--- src/rtl/imu_spi_pkg.sv ---
// Shared types and command tables for the IMU SPI sequencer.
// Command words are 16-bit frames: bit 15 set marks a register read.
package imu_spi_pkg;

   typedef enum logic [2:0] {
      StPorWait,
      StWrSnd,
      StWrWait,
      StIdle,
      StRdSnd,
      StRdWait
   } imu_state_e;

   localparam logic [15:0] WrTable [4] = '{16'h0D02, 16'h1053, 16'h1150, 16'h1460};
   localparam logic [15:0] RdTable [4] = '{16'hA200, 16'hA300, 16'hAC00, 16'hAD00};

   localparam logic [1:0] SlotPtchLo = 2'd0;
   localparam logic [1:0] SlotPtchHi = 2'd1;
   localparam logic [1:0] SlotAzLo   = 2'd2;
   localparam logic [1:0] SlotAzHi   = 2'd3;
   localparam logic [1:0] IdxLast    = 2'd3;

endpackage

--- src/rtl/imu_spi_seq.sv ---
// Sequences the SPI transceiver: power-on wait, sensor configuration burst,
// then four register reads per data-ready interrupt to build pitch rate and Z accel.
module imu_spi_seq
   import imu_spi_pkg::*;
#(
   parameter int unsigned POR_W = 16
) (
   input  logic        clk,
   input  logic        rst_n,
   input  logic        INT,
   input  logic        done,
   input  logic [15:0] resp,
   output logic        snd,
   output logic [15:0] cmd,
   output logic [15:0] ptch_rt,
   output logic [15:0] az,
   output logic        vld,
   output logic        init_done
);

   imu_state_e       state_q, state_d;
   logic [POR_W-1:0] por_cnt_q, por_cnt_d;
   logic [1:0]       idx_q, idx_d;
   logic [15:0]      cmd_q, cmd_d;
   logic             init_done_q, init_done_d;
   logic [2:0]       int_sync_q;
   logic             int_pend_q;
   logic             done_q;
   logic [7:0]       byte_q [4];
   logic             ld_q;
   logic             vld_q;
   logic [15:0]      ptch_q, az_q;
   logic             done_rise, int_rise, leave_idle, cap;
   logic             unused_resp;

   assign unused_resp = ^resp[15:8];

   // A done left high from the previous frame must not count; only a fresh edge does.
   assign done_rise = done & ~done_q;
   assign int_rise  = int_sync_q[1] & ~int_sync_q[2];

   always_comb begin
      state_d     = state_q;
      por_cnt_d   = por_cnt_q;
      idx_d       = idx_q;
      cmd_d       = cmd_q;
      init_done_d = init_done_q;
      snd         = 1'b0;
      cap         = 1'b0;
      leave_idle  = 1'b0;
      unique case (state_q)
         StPorWait: begin
            por_cnt_d = por_cnt_q + POR_W'(1);
            if (&por_cnt_q) begin
               idx_d   = '0;
               state_d = StWrSnd;
            end
         end
         StWrSnd: begin
            snd     = 1'b1;
            state_d = StWrWait;
         end
         StWrWait: begin
            if (done_rise) begin
               if (idx_q == IdxLast) begin
                  init_done_d = 1'b1;
                  state_d     = StIdle;
               end else begin
                  idx_d   = idx_q + 2'd1;
                  state_d = StWrSnd;
               end
            end
         end
         StIdle: begin
            if (int_pend_q && init_done_q) begin
               idx_d      = '0;
               leave_idle = 1'b1;
               state_d    = StRdSnd;
            end
         end
         StRdSnd: begin
            snd     = 1'b1;
            state_d = StRdWait;
         end
         StRdWait: begin
            if (done_rise) begin
               cap = 1'b1;
               if (idx_q == IdxLast) begin
                  state_d = StIdle;
               end else begin
                  idx_d   = idx_q + 2'd1;
                  state_d = StRdSnd;
               end
            end
         end
         default: state_d = StPorWait;
      endcase
      // Load cmd on entry so it is already stable during the snd cycle.
      if (state_d == StWrSnd) begin
         cmd_d = WrTable[idx_d];
      end else if (state_d == StRdSnd) begin
         cmd_d = RdTable[idx_d];
      end
   end

   always_ff @(posedge clk or negedge rst_n) begin
      if (!rst_n) begin
         state_q     <= StPorWait;
         por_cnt_q   <= '0;
         idx_q       <= '0;
         cmd_q       <= '0;
         init_done_q <= 1'b0;
         int_sync_q  <= '0;
         int_pend_q  <= 1'b0;
         done_q      <= 1'b0;
         byte_q      <= '{default: '0};
         ld_q        <= 1'b0;
         vld_q       <= 1'b0;
         ptch_q      <= '0;
         az_q        <= '0;
      end else begin
         state_q     <= state_d;
         por_cnt_q   <= por_cnt_d;
         idx_q       <= idx_d;
         cmd_q       <= cmd_d;
         init_done_q <= init_done_d;
         int_sync_q  <= {int_sync_q[1:0], INT};
         done_q      <= done;
         // A new edge wins over the clear so an interrupt is never lost.
         if (int_rise) begin
            int_pend_q <= 1'b1;
         end else if (leave_idle) begin
            int_pend_q <= 1'b0;
         end
         if (cap) begin
            byte_q[idx_q] <= resp[7:0];
         end
         ld_q  <= cap && (idx_q == IdxLast);
         vld_q <= ld_q;
         if (ld_q) begin
            ptch_q <= {byte_q[SlotPtchHi], byte_q[SlotPtchLo]};
            az_q   <= {byte_q[SlotAzHi], byte_q[SlotAzLo]};
         end
      end
   end

   assign cmd       = cmd_q;
   assign ptch_rt   = ptch_q;
   assign az        = az_q;
   assign vld       = vld_q;
   assign init_done = init_done_q;

endmodule

--- config.mk ---
export PLATFORM = sky130hd
export DESIGN_NAME = imu_spi_seq
export DESIGN_NICKNAME = d
export VERILOG_FILES = /design/src/rtl/imu_spi_pkg.sv /design/src/rtl/imu_spi_seq.sv
export SDC_FILE = /design/constraint.sdc
export NUM_CORES = 1
export LEC_CHECK = 0
export CAP_MARGIN = 40
export CORE_MARGIN = 2
export CORE_UTILIZATION = 25
export CTS_CLUSTER_SIZE = 8
export DETAILED_ROUTE_END_ITERATION = 16
export PLACE_DENSITY = 0.45
export SLEW_MARGIN = 20
export SYNTH_ARGS = -nofsm -noshare
export SYNTH_HDL_FRONTEND = slang
export SYNTH_SLANG_ARGS = --single-unit
export TNS_END_PERCENT = 20
--- constraint.sdc ---
create_clock -name clk -period 2.6 [get_ports clk]
set_input_delay 0.39 -clock clk [delete_from_list [all_inputs] [get_ports clk]]
set_output_delay 0.39 -clock clk [all_outputs]
set_load 0.02 [all_outputs]
==> qor.yml, run 1 <==
worst_setup_path:
  crit_chain: "nand2b_1, and4b_1, a211oi_2, a311oi_4, buf_4, buf_4, nor3_4, buf_12, mux2_2"
  cpPeakStageDelay_ns: 0.54
  reg2reg_from: "state_q[0]"
  timing.critical_path.mode_cell: "buf_4"
  crit_end: "byte_q[30]"
  crit_path_start: "state_q[0]"
  crit_slowest_cell: "dfrtp_1"
  start_kind: "register"
  worstPathArrival_ns: 2.61
  worst-r2r-setup-slack_ns: 0.21
  r2r_end: "byte_q[30]"
  endpoint_kind: "register"
  critical_path.max_fanout: 14
  r2r.worst_path.cells: 9
  required_ns: 2.83
  path_class: "reg -> reg"
timing:
  finalSetupTns_ns: 0
  skew_ns: 0.00842
  final.min_clock_period_ns: 2.39
  rsz0062_at_grt: "false"
  setup_viol_count_final: 0
  setup_slack_ns: 0.214
  finalMaxSlewViolations: 0
  fmax_mhz: 419
  worst_slew_pin_slew_ns: 0.647
  hold_violations: 0
  maxSlewHeadroom_pct: 56.7
  period_share_pct: 91.8
place:
  dpl.cell_count: 599
  portBuffers: 58
  pre_cts_ws_ns: -0.118
  dp_hpwl_mm: 5.99
  gp_congestion: 0.755
cts:
  cts_tree: "built"
  root_buffer: "clkbuf_16"
  cts-htree-levels: 3
  clkLatencyLatePin_ns: 0.34
  clock_sinks: 103
  clkTransAtPathRegs_ns: 0.07
  clock_tree.buffer_depth: 2
  cts_made_buffers: 9
synthesis:
  yosysUniqueCellTypes: 46
  synth_common_cells: "dfrtp_1 (103), mux2_2 (66), nand2_1 (24)"
  synth-edff-count: 0
  synth-simple-area-share_pct: 9.31
  synth-seq-cells: 103
  yosysWarnings: 0
  synth_top_area_share_pct: 60.1
  yosysSeqAreaShare_pct: 60.1
  synth_top_family_by_area: "multiplexers"
  synth_top_cell_by_area: "dfrtp_1"
  synth_compound_area_share_pct: 6.04
  synth_mux_area_share_pct: 17.3
  netlist_area_sq_mm: 0.00429
  synthArstFlopShare_pct: 100
  synthesis.instances: 317
  synth_area_leaders: "dfrtp_1 (60%), mux2_2 (17%), nand2_1 (2.1%), xnor2_1 (2.0%), buf_4 (1.2%)"
  synth_xor_area_share_pct: 3.07
  synth_flop_cell: "dfrtp_1"
  yosys.area_share.adder_pct: 0.876
  yosysMostFrequentCell: "dfrtp_1"
  synth_area_per_cell_sq_um: 13.5
power:
  p_leak_nw: 2.54
  irDropWorstVdd_mv: 0.393
  power.density_mw_per_mm2: 912
global_route:
  grt_max_degree: 49
  grt_use_met2_pct: 16.5
  grt_overflow: 0
  grt_first_pass_wirelength_mm: 14.8
  grt_pass1_vias: 2796
  grt.met3_usage_pct: 5.11
  antenna_found_initial: 0
  busiest_layer: "met2"
  grt.met1_usage_pct: 13.3
  grt_use_total_pct: 10.6
worst_hold_path:
  hold_path_class: "in -> async"
final_layout:
  area_growth_pct: 29.2
  nFillCells: 1653
  multi_input_area_sq_mm: 0.00159
  stdcell_count: 618
  utilization_pct: 33.3
  layout.area.seq_sq_mm: 0.00258
  insertedDiodeCount: 0
  drive_above_1_share_pct: 29.6
  fin_nets: 416
job:
  drv_cap: 0
floorplanning:
  die_y_um: 135
  io_pins: 71
  start_util_pct: 25.7
  dieArea_sq_mm: 0.0182
  coreArea_sq_mm: 0.0166
  rows: 47
  die_w_um: 135
route:
  drtAntennaViolNets: 0
  vias: 2683
  drt-total-wl_mm: 8.90
  wire_per_inst_um: 14.4
  drt_iter0_markers: 139
  first_pass_iters: 4
  viasPerCell: 4.34
  route.detailed.drc: 0
run_status:
  outcome: "completed"
-- cells in the final DEF (no fill, tap or decap), types with 5 or more instances in the layout --
| cell type | n |
|---|---|
| dfrtp_1 | 102 |
| mux2_2 | 66 |
| inv_1 | 8 |
| buf_4 | 20 |
| nand3_1 | 7 |
| nor2_1 | 13 |
| clkdlybuf4s50_1 | 57 |
| a21oi_1 | 8 |
| xor2_1 | 5 |
| nand4_1 | 5 |
| xnor2_1 | 10 |
| clkbuf_16 | 9 |
| nand2b_1 | 5 |
| nand2_1 | 24 |
-- kinds of logic (layout without fill, tap and decap cells) --
kind of cell / count (synthesis) / after routing
mux: 66 / 66
flops: 103 / 103
buf+inv: 27 / 105
xor+xnor: 15 / 15
fa+ha+maj: 3 / 3
compound gates: 31 / 31
other cells: 1 / 4
simple gates: 71 / 71
-- power breakdown --
group	internal (mW)	switching [mW]
clock network	0.685	0.595
logic	0.827	0.752
registers	1.91	0.280
total	3.42	1.63
-- flip-flops by register name, indices dropped and copies added (netlist names) --
signal / count
ld_q: 1
az: 16
init_done: 1
ptch_rt: 16
done_q: 1
cmd: 10
int_pend_q: 1
idx_q: 2
por_cnt_q: 16
int_sync_q: 3
vld: 1
byte_q: 32
state_q: 3
-- what timing repair did --
item | 4_1_cts | 5_1_grt
hold buffers | 0 | 0
endpoints found under the hold margin | 0 | 0
setup buffers | 0 | 3
resized for setup | 0 | 1
endpoints found under the setup margin | 0 | 18
-- how the worst min path moves through the flow --
| stage | start | to | slack (ns) | cells after the start |
|---|---|---|---|---|
| after floorplan | rst_n | az[0] | 0.09 | 0 |
| after global placement | int_sync_q[0] | int_sync_q[1] | 0.35 | 0 |
| after detailed placement | int_sync_q[0] | int_sync_q[1] | 0.34 | 0 |
| after CTS | rst_n | byte_q[10] | 0.08 | 1 |
| after global routing | rst_n | ptch_rt[1] | 0.1 | 1 |
| final | rst_n | byte_q[9] | 0.07 | 1 |
-- layout make-up --
class | instances | share of cell area, %
flip-flops and latches | 103 | 46.6
inverters | 9 | 0.610
clock inverters | 5 | 0.701
well taps | 220 | 4.97
repair buffers | 80 | 14.1
clock buffers | 11 | 4.39
multi-input cells | 190 | 28.6
-- routing by layer --
layer | wire length, um | share of wire, % | vias to the layer above
met5 | 0 | 0 | -
met4 | 72 | 0.81 | 0
met3 | 647 | 7.3 | 7
met2 | 4210 | 47 | 70
met1 | 3970 | 45 | 1348
li1 | - | - | 1258
-- stage by stage --
step	cell area, sq um	hold slack [ns]	total power, mW
finish	5540	0.0698	5.05
global route	5540	0.100	5.41
CTS	5510	0.0814	5.08
detailed placement	5230	0.341	3.75
global placement	5230	0.346	3.72
floorplan	4300	0.0944	3.17
-- critical path, delay by kind of cell, from the launching register on --
kind | cells | cell delay [ns]
DFF | 1 | 0.54
muxes | 1 | 0.33
and+or+nand+nor | 3 | 0.66
buffers and inverters | 3 | 0.46
AOI/OAI and AO/OA | 2 | 0.27
Power figures use the tool's default switching activity.
==> run 2, diff against run 1 <==
- CORE_UTILIZATION: 25 -> 35
- PLACE_DENSITY: 0.45 -> 0.57
==> run 2 against run 1 <==
First-iteration DRC count down 37%. Sequential share of layout area rose by 0.53 points. Clock power is 25% higher. Count of clock-buffer cells in the layout is 1 lower.
==> qor.yml, run 2 (synthesis results as in run 1) <==
route:
  top_layer: "met4"  # unchanged
  wl_met1_mm: 3.71  # was 3.97 mm
  wl_met3_um: 521  # was 647 um
  viasPerCell: 4.86  # was 4.34
  first_pass_iters: 4  # unchanged
  route.detailed.drc: 0  # unchanged
  drt_iter0_markers: 87  # was 139
  wire_per_inst_um: 15.1  # was 14.4 um
  drtAntennaViolNets: 0  # unchanged
  vias: 2627  # was 2,683
  wl_met2_mm: 3.87  # was 4.21 mm
  drt-total-wl_mm: 8.16  # was 8.90 mm
global_route:
  grt_overflow: 0  # unchanged
  grt_use_total_pct: 13.9  # was 10.6%
  grt_pass1_vias: 2711  # was 2,796
  antenna_found_initial: 0  # unchanged
  grt_max_degree: 54  # was 49
  grt_first_pass_wirelength_mm: 13.9  # was 14.8 mm
final_layout:
  fin_nets: 411  # was 416
  stdcell_count: 540  # was 618
  drive_above_1_share_pct: 29.0  # was 29.6%
  largest_register: "byte_q"  # unchanged
  area_growth_pct: 27.7  # was 29.2%
  mostFrequentLayoutCells: "dfrtp_1 (102), mux2_2 (66), clkdlybuf4s50_1 (57)"  # unchanged
  insertedDiodeCount: 0  # unchanged
  largest_reg_flops: 32  # unchanged
  utilization_pct: 45.8  # was 33.3%
  layout_commonest_cell: "dfrtp_1"  # unchanged
  nFillCells: 1094  # was 1,653
worst_setup_path:
  critical_path.max_fanout: 8  # was 14
  endpoint_kind: "register"  # unchanged
  start_kind: "primary input"  # was register
  r2r.worst_path.cells: 8  # was 9
  cpPeakStageDelay_ns: 0.48  # was 0.54 ns
  worst-r2r-setup-slack_ns: 0.31  # was 0.21 ns
  required_ns: 2.83  # about the same
  r2r_end: "byte_q[14]"  # was byte_q[30]
  crit_slowest_cell: "clkdlybuf4s50_1"  # was dfrtp_1
  reg2reg_from: "por_cnt_q[0]"  # was state_q[0]
  crit_chain: "clkdlybuf4s50_1, nor2b_1, nand2_1, a221oi_2, nand3_1, nor3_4, buf_12, mux2_2"  # was nand2b_1, and4b_1, a211oi_2, a311oi_4, buf_4, buf_4, nor3_4, buf_12, mux2_2
  worstPathArrival_ns: 2.55  # was 2.61 ns
  path_class: "in -> reg"  # was reg -> reg
cts:
  clkTransAtPathRegs_ns: 0.07  # about the same
  clock_tree.buffer_depth: 2  # unchanged
  cts-htree-levels: 3  # unchanged
  cts.repair.resized: 0  # unchanged
  cts_made_buffers: 9  # unchanged
  clock_sinks: 103  # unchanged
  cts_tree: "built"  # unchanged
  hold_buffers: 0  # unchanged
  clkLatencyLatePin_ns: 0.34  # about the same
  root_buffer: "clkbuf_16"  # unchanged
  cts_setup_buffers: 0  # unchanged
timing:
  period_share_pct: 89.4  # was 91.8%
  worst_slew_pin_slew_ns: 0.689  # was 0.647 ns
  rsz0062_at_grt: "false"  # unchanged
  skew_ns: 0.00757  # was 0.00842 ns
  final.min_clock_period_ns: 2.33  # was 2.39 ns
  fmax_mhz: 430  # was 419 MHz
  setup_viol_count_final: 0  # unchanged
  maxSlewHeadroom_pct: 54.1  # was 56.7%
  hold_violations: 0  # unchanged
  finalMaxSlewViolations: 0  # unchanged
  worst_hold_slack_ns: 0.0898  # was 0.0698 ns
floorplanning:
  io_pins: 71  # unchanged
  start_util_pct: 35.8  # was 25.7%
  dieArea_sq_mm: 0.0131  # was 0.0182 sq mm
  die_w_um: 115  # was 135 um
  die_y_um: 115  # was 135 um
  coreArea_sq_mm: 0.0120  # was 0.0166 sq mm
  rows: 40  # was 47
power:
  finalPower_mw: 5.29  # was 5.05 mW
  power.density_mw_per_mm2: 966  # was 912 mW/mm^2
  irDropWorstVdd_mv: 0.613  # was 0.393 mV
  p_leak_nw: 2.56  # was 2.54 nW
place:
  dpl.cell_count: 524  # was 599
  portBuffers: 58  # unchanged
  dp_hpwl_mm: 5.45  # was 5.99 mm
  gp_congestion: 0.745  # was 0.755
worst_hold_path:
  hold_path_class: "in -> async"  # unchanged
run_status:
  outcome: "completed"  # unchanged
job:
  drv_cap: 0  # unchanged
## run 2: changes by cell type in the layout (fill, tap and decap cells not counted)
cell,previous run,this run
bufinv_16,0,3
buf_12,3,2
clkinvlp_4,1,0
inv_6,3,1
inv_8,0,2
clkinv_2,1,0
clkbuf_1,1,0
buf_4,20,16
## run 2: worst max path at each step
stage | cells after the start | end | slack (ns) | from
after floorplan | 8 | byte_q[10] | 0.50 | por_cnt_q[0]
after global placement | 8 | byte_q[27] | -0.06 | done
final | 8 | byte_q[31] | 0.27 | done
after global routing | 8 | byte_q[12] | 0.05 | por_cnt_q[0]
after detailed placement | 8 | byte_q[26] | -0.08 | done
after CTS | 7 | byte_q[24] | 0.22 | state_q[2]
## run 2: layout make-up
| type | instances | area (sq um) | share of cell area, % |
|---|---|---|---|
| well taps | 147 | 184 | 3.36 |
| clock inverters | 6 | 121 | 2.22 |
| inverters | 9 | 33.8 | 0.617 |
| flip-flops and latches | 103 | 2580 | 47.1 |
| repair buffers | 75 | 731 | 13.4 |
| clock buffers | 10 | 239 | 4.37 |
| multi-input cells | 190 | 1590 | 29.0 |
## run 2: per-stage QoR
stage                     setup TNS, ns  setup WS [ns]  area [sq um]
after floorplan                       0          0.497          4300
after global placement           -0.638        -0.0563          5110
after detailed placement          -1.01        -0.0774          5110
after CTS                             0          0.216          5470
after global routing                  0         0.0501          5470
final                                 0          0.275          5470
## run 2: worst max-delay path: cells and delay by family
kind / cells / cell delay (ns)
mux: 1 / 0.33
simple gates: 4 / 0.81
buf+inv: 2 / 0.64
compound gates: 1 / 0.37
## run 2: metal layers
layer	vias to the layer above	track usage [%]
met5	-	0
li1	1249	-
met1	1318	18.0
met2	55	21.3
met3	5	6.25
met4	0	3.90
## run 2: power breakdown
group	switching, mW	leakage, nW	total (mW)	internal (mW)
registers	0.281	1.37	2.19	1.91
clock network	0.614	0.177	1.60	0.984
logic	0.720	1.01	1.50	0.777
==> run 3, diff against run 2 <==
- PLACE_DENSITY: 0.57 -> default
==> run 3 against run 2 <==
Non-clock buffer count rose by 2. Global-route usage fell by 0.25 points. Die area did not move. Critical path type is now reg -> reg. Largest power group unchanged.
==> qor.yml, run 3 (synthesis results as in run 1) <==
cts:
  hold_buffers: 0  # unchanged
  root_buffer: "clkbuf_16"  # unchanged
  clkTransAtPathRegs_ns: 0.07  # about the same
  cts_made_buffers: 9  # unchanged
  clock_sinks: 103  # unchanged
  clock_tree.buffer_depth: 2  # unchanged
  cts-htree-levels: 3  # unchanged
  cts_tree: "built"  # unchanged
  cts_setup_buffers: 0  # unchanged
  clkLatencyLatePin_ns: 0.35  # was 0.34 ns
  cts.repair.resized: 0  # unchanged
timing:
  finalMaxSlewViolations: 0  # unchanged
  final.min_clock_period_ns: 2.36  # was 2.33 ns
  fmax_mhz: 423  # was 430 MHz
  rsz0062_at_grt: "false"  # unchanged
  finalSetupTns_ns: 0  # unchanged
  worst_hold_slack_ns: 0.0252  # was 0.0898 ns
  maxSlewHeadroom_pct: 62.9  # was 54.1%
  setup_slack_ns: 0.237  # was 0.275 ns
  setup_viol_count_final: 0  # unchanged
  hold_violations: 0  # unchanged
  period_share_pct: 90.9  # was 89.4%
  skew_ns: 0.0110  # was 0.00757 ns
  worst_slew_pin_slew_ns: 0.557  # was 0.689 ns
global_route:
  grt_use_total_pct: 13.7  # was 13.9%
  antenna_found_initial: 0  # unchanged
  grt_pass1_vias: 2775  # was 2,711
  grt_overflow: 0  # unchanged
  grt_max_degree: 45  # was 54
  grt_first_pass_wirelength_mm: 13.9  # about the same
final_layout:
  mostFrequentLayoutCells: "dfrtp_1 (103), mux2_2 (66), clkdlybuf4s50_1 (57)"  # was dfrtp_1 (102), mux2_2 (66), clkdlybuf4s50_1 (57)
  fin_nets: 413  # was 411
  nFillCells: 1114  # was 1,094
  area_growth_pct: 26.2  # was 27.7%
  utilization_pct: 45.2  # was 45.8%
  largest_register: "byte_q"  # unchanged
  insertedDiodeCount: 0  # unchanged
  largest_reg_flops: 32  # unchanged
  drive_above_1_share_pct: 28.9  # was 29.0%
  layout_commonest_cell: "dfrtp_1"  # unchanged
route:
  drt_iter0_markers: 117  # was 87
  top_layer: "met4"  # unchanged
  vias: 2644  # was 2,627
  first_pass_iters: 4  # unchanged
  wl_met1_mm: 3.75  # was 3.71 mm
  viasPerCell: 4.88  # was 4.86
  drt-total-wl_mm: 8.33  # was 8.16 mm
  drtAntennaViolNets: 0  # unchanged
  wire_per_inst_um: 15.4  # was 15.1 um
  wl_met2_mm: 3.88  # was 3.87 mm
  route.detailed.drc: 0  # unchanged
  wl_met3_um: 626  # was 521 um
place:
  gp_congestion: 0.806  # was 0.745
  dp_hpwl_mm: 5.56  # was 5.45 mm
  pre_cts_ws_ns: -0.0239  # was -0.0774 ns
  portBuffers: 58  # unchanged
worst_setup_path:
  worstPathArrival_ns: 2.59  # was 2.55 ns
  endpoint_kind: "register"  # unchanged
  cpPeakStageDelay_ns: 0.64  # was 0.48 ns
  worst-r2r-setup-slack_ns: 0.24  # was 0.31 ns
  r2r.worst_path.cells: 7  # was 8
  crit_slowest_cell: "dfrtp_1"  # was clkdlybuf4s50_1
  path_class: "reg -> reg"  # was in -> reg
  start_kind: "register"  # was primary input
  crit_chain: "inv_1, and3_1, a221oi_2, nand3_1, nor3_4, buf_12, mux2_2"  # was clkdlybuf4s50_1, nor2b_1, nand2_1, a221oi_2, nand3_1, nor3_4, buf_12, mux2_2
  cp_num_buf_inv: 2  # unchanged
  r2r_end: "byte_q[26]"  # was byte_q[14]
  cpLargestDelayFamily: "flip-flops"  # was simple AND/OR/NAND/NOR gates
  required_ns: 2.83  # about the same
  reg2reg_from: "state_q[2]"  # was por_cnt_q[0]
  critical_path.max_fanout: 14  # was 8
power:
  power.density_mw_per_mm2: 925  # was 966 mW/mm^2
  p_leak_nw: 2.53  # was 2.56 nW
  irDropWorstVdd_mv: 0.391  # was 0.613 mV
  finalPower_mw: 5.00  # was 5.29 mW
floorplanning:
  rows: 40  # unchanged
  io_pins: 71  # unchanged
  die_w_um: 115  # unchanged
  coreArea_sq_mm: 0.0120  # unchanged
  dieArea_sq_mm: 0.0131  # unchanged
  die_y_um: 115  # unchanged
  start_util_pct: 35.8  # unchanged
worst_hold_path:
  hold_path_class: "in -> async"  # unchanged
job:
  drv_cap: 0  # unchanged
run_status:
  outcome: "completed"  # unchanged
-- run 3: changes by cell type in the layout (fill, tap and decap cells not counted), sizes merged --
cell and delta:
bufinv -3, buf +2, clkinv +2, clkbuf +1
-- run 3: layer usage --
layer,vias up,global-route usage [%]
li1,1244,-
met2,62,21.6
met1,1330,17.2
met3,8,6.46
met5,-,0
met4,0,3.09
-- run 3: how the worst max path moves through the flow --
stage                      end  cells after the start          from
finish              byte_q[26]                      7    state_q[2]
global route        byte_q[12]                      8  por_cnt_q[0]
CTS                  byte_q[9]                      8  por_cnt_q[0]
detailed placement  byte_q[15]                      8          done
global placement    byte_q[26]                      8          done
floorplan           byte_q[10]                      8  por_cnt_q[0]
-- run 3: area by class of cell --
| cell class | count | area (sq um) | share of cell area, % |
|---|---|---|---|
| flip-flops and latches | 103 | 2580 | 47.7 |
| multi-input cells | 190 | 1590 | 29.3 |
| well taps | 147 | 184 | 3.40 |
| inverters | 9 | 33.8 | 0.625 |
| clock inverters | 5 | 38.8 | 0.717 |
| repair buffers | 77 | 746 | 13.8 |
| clock buffers | 11 | 243 | 4.49 |
-- run 3: metrics by stage --
stage / area [sq um] / instances
2_1_floorplan: 4300 / 320
3_3_place_gp: 5130 / 526
3_5_place_dp: 5130 / 526
4_1_cts: 5410 / 542
5_1_grt: 5410 / 542
6_report: 5410 / 542
-- run 3: power breakdown --
part,switching (mW),leakage [nW],internal (mW)
logic,0.724,1.01,0.797
registers,0.286,1.37,1.91
clock network,0.599,0.142,0.686
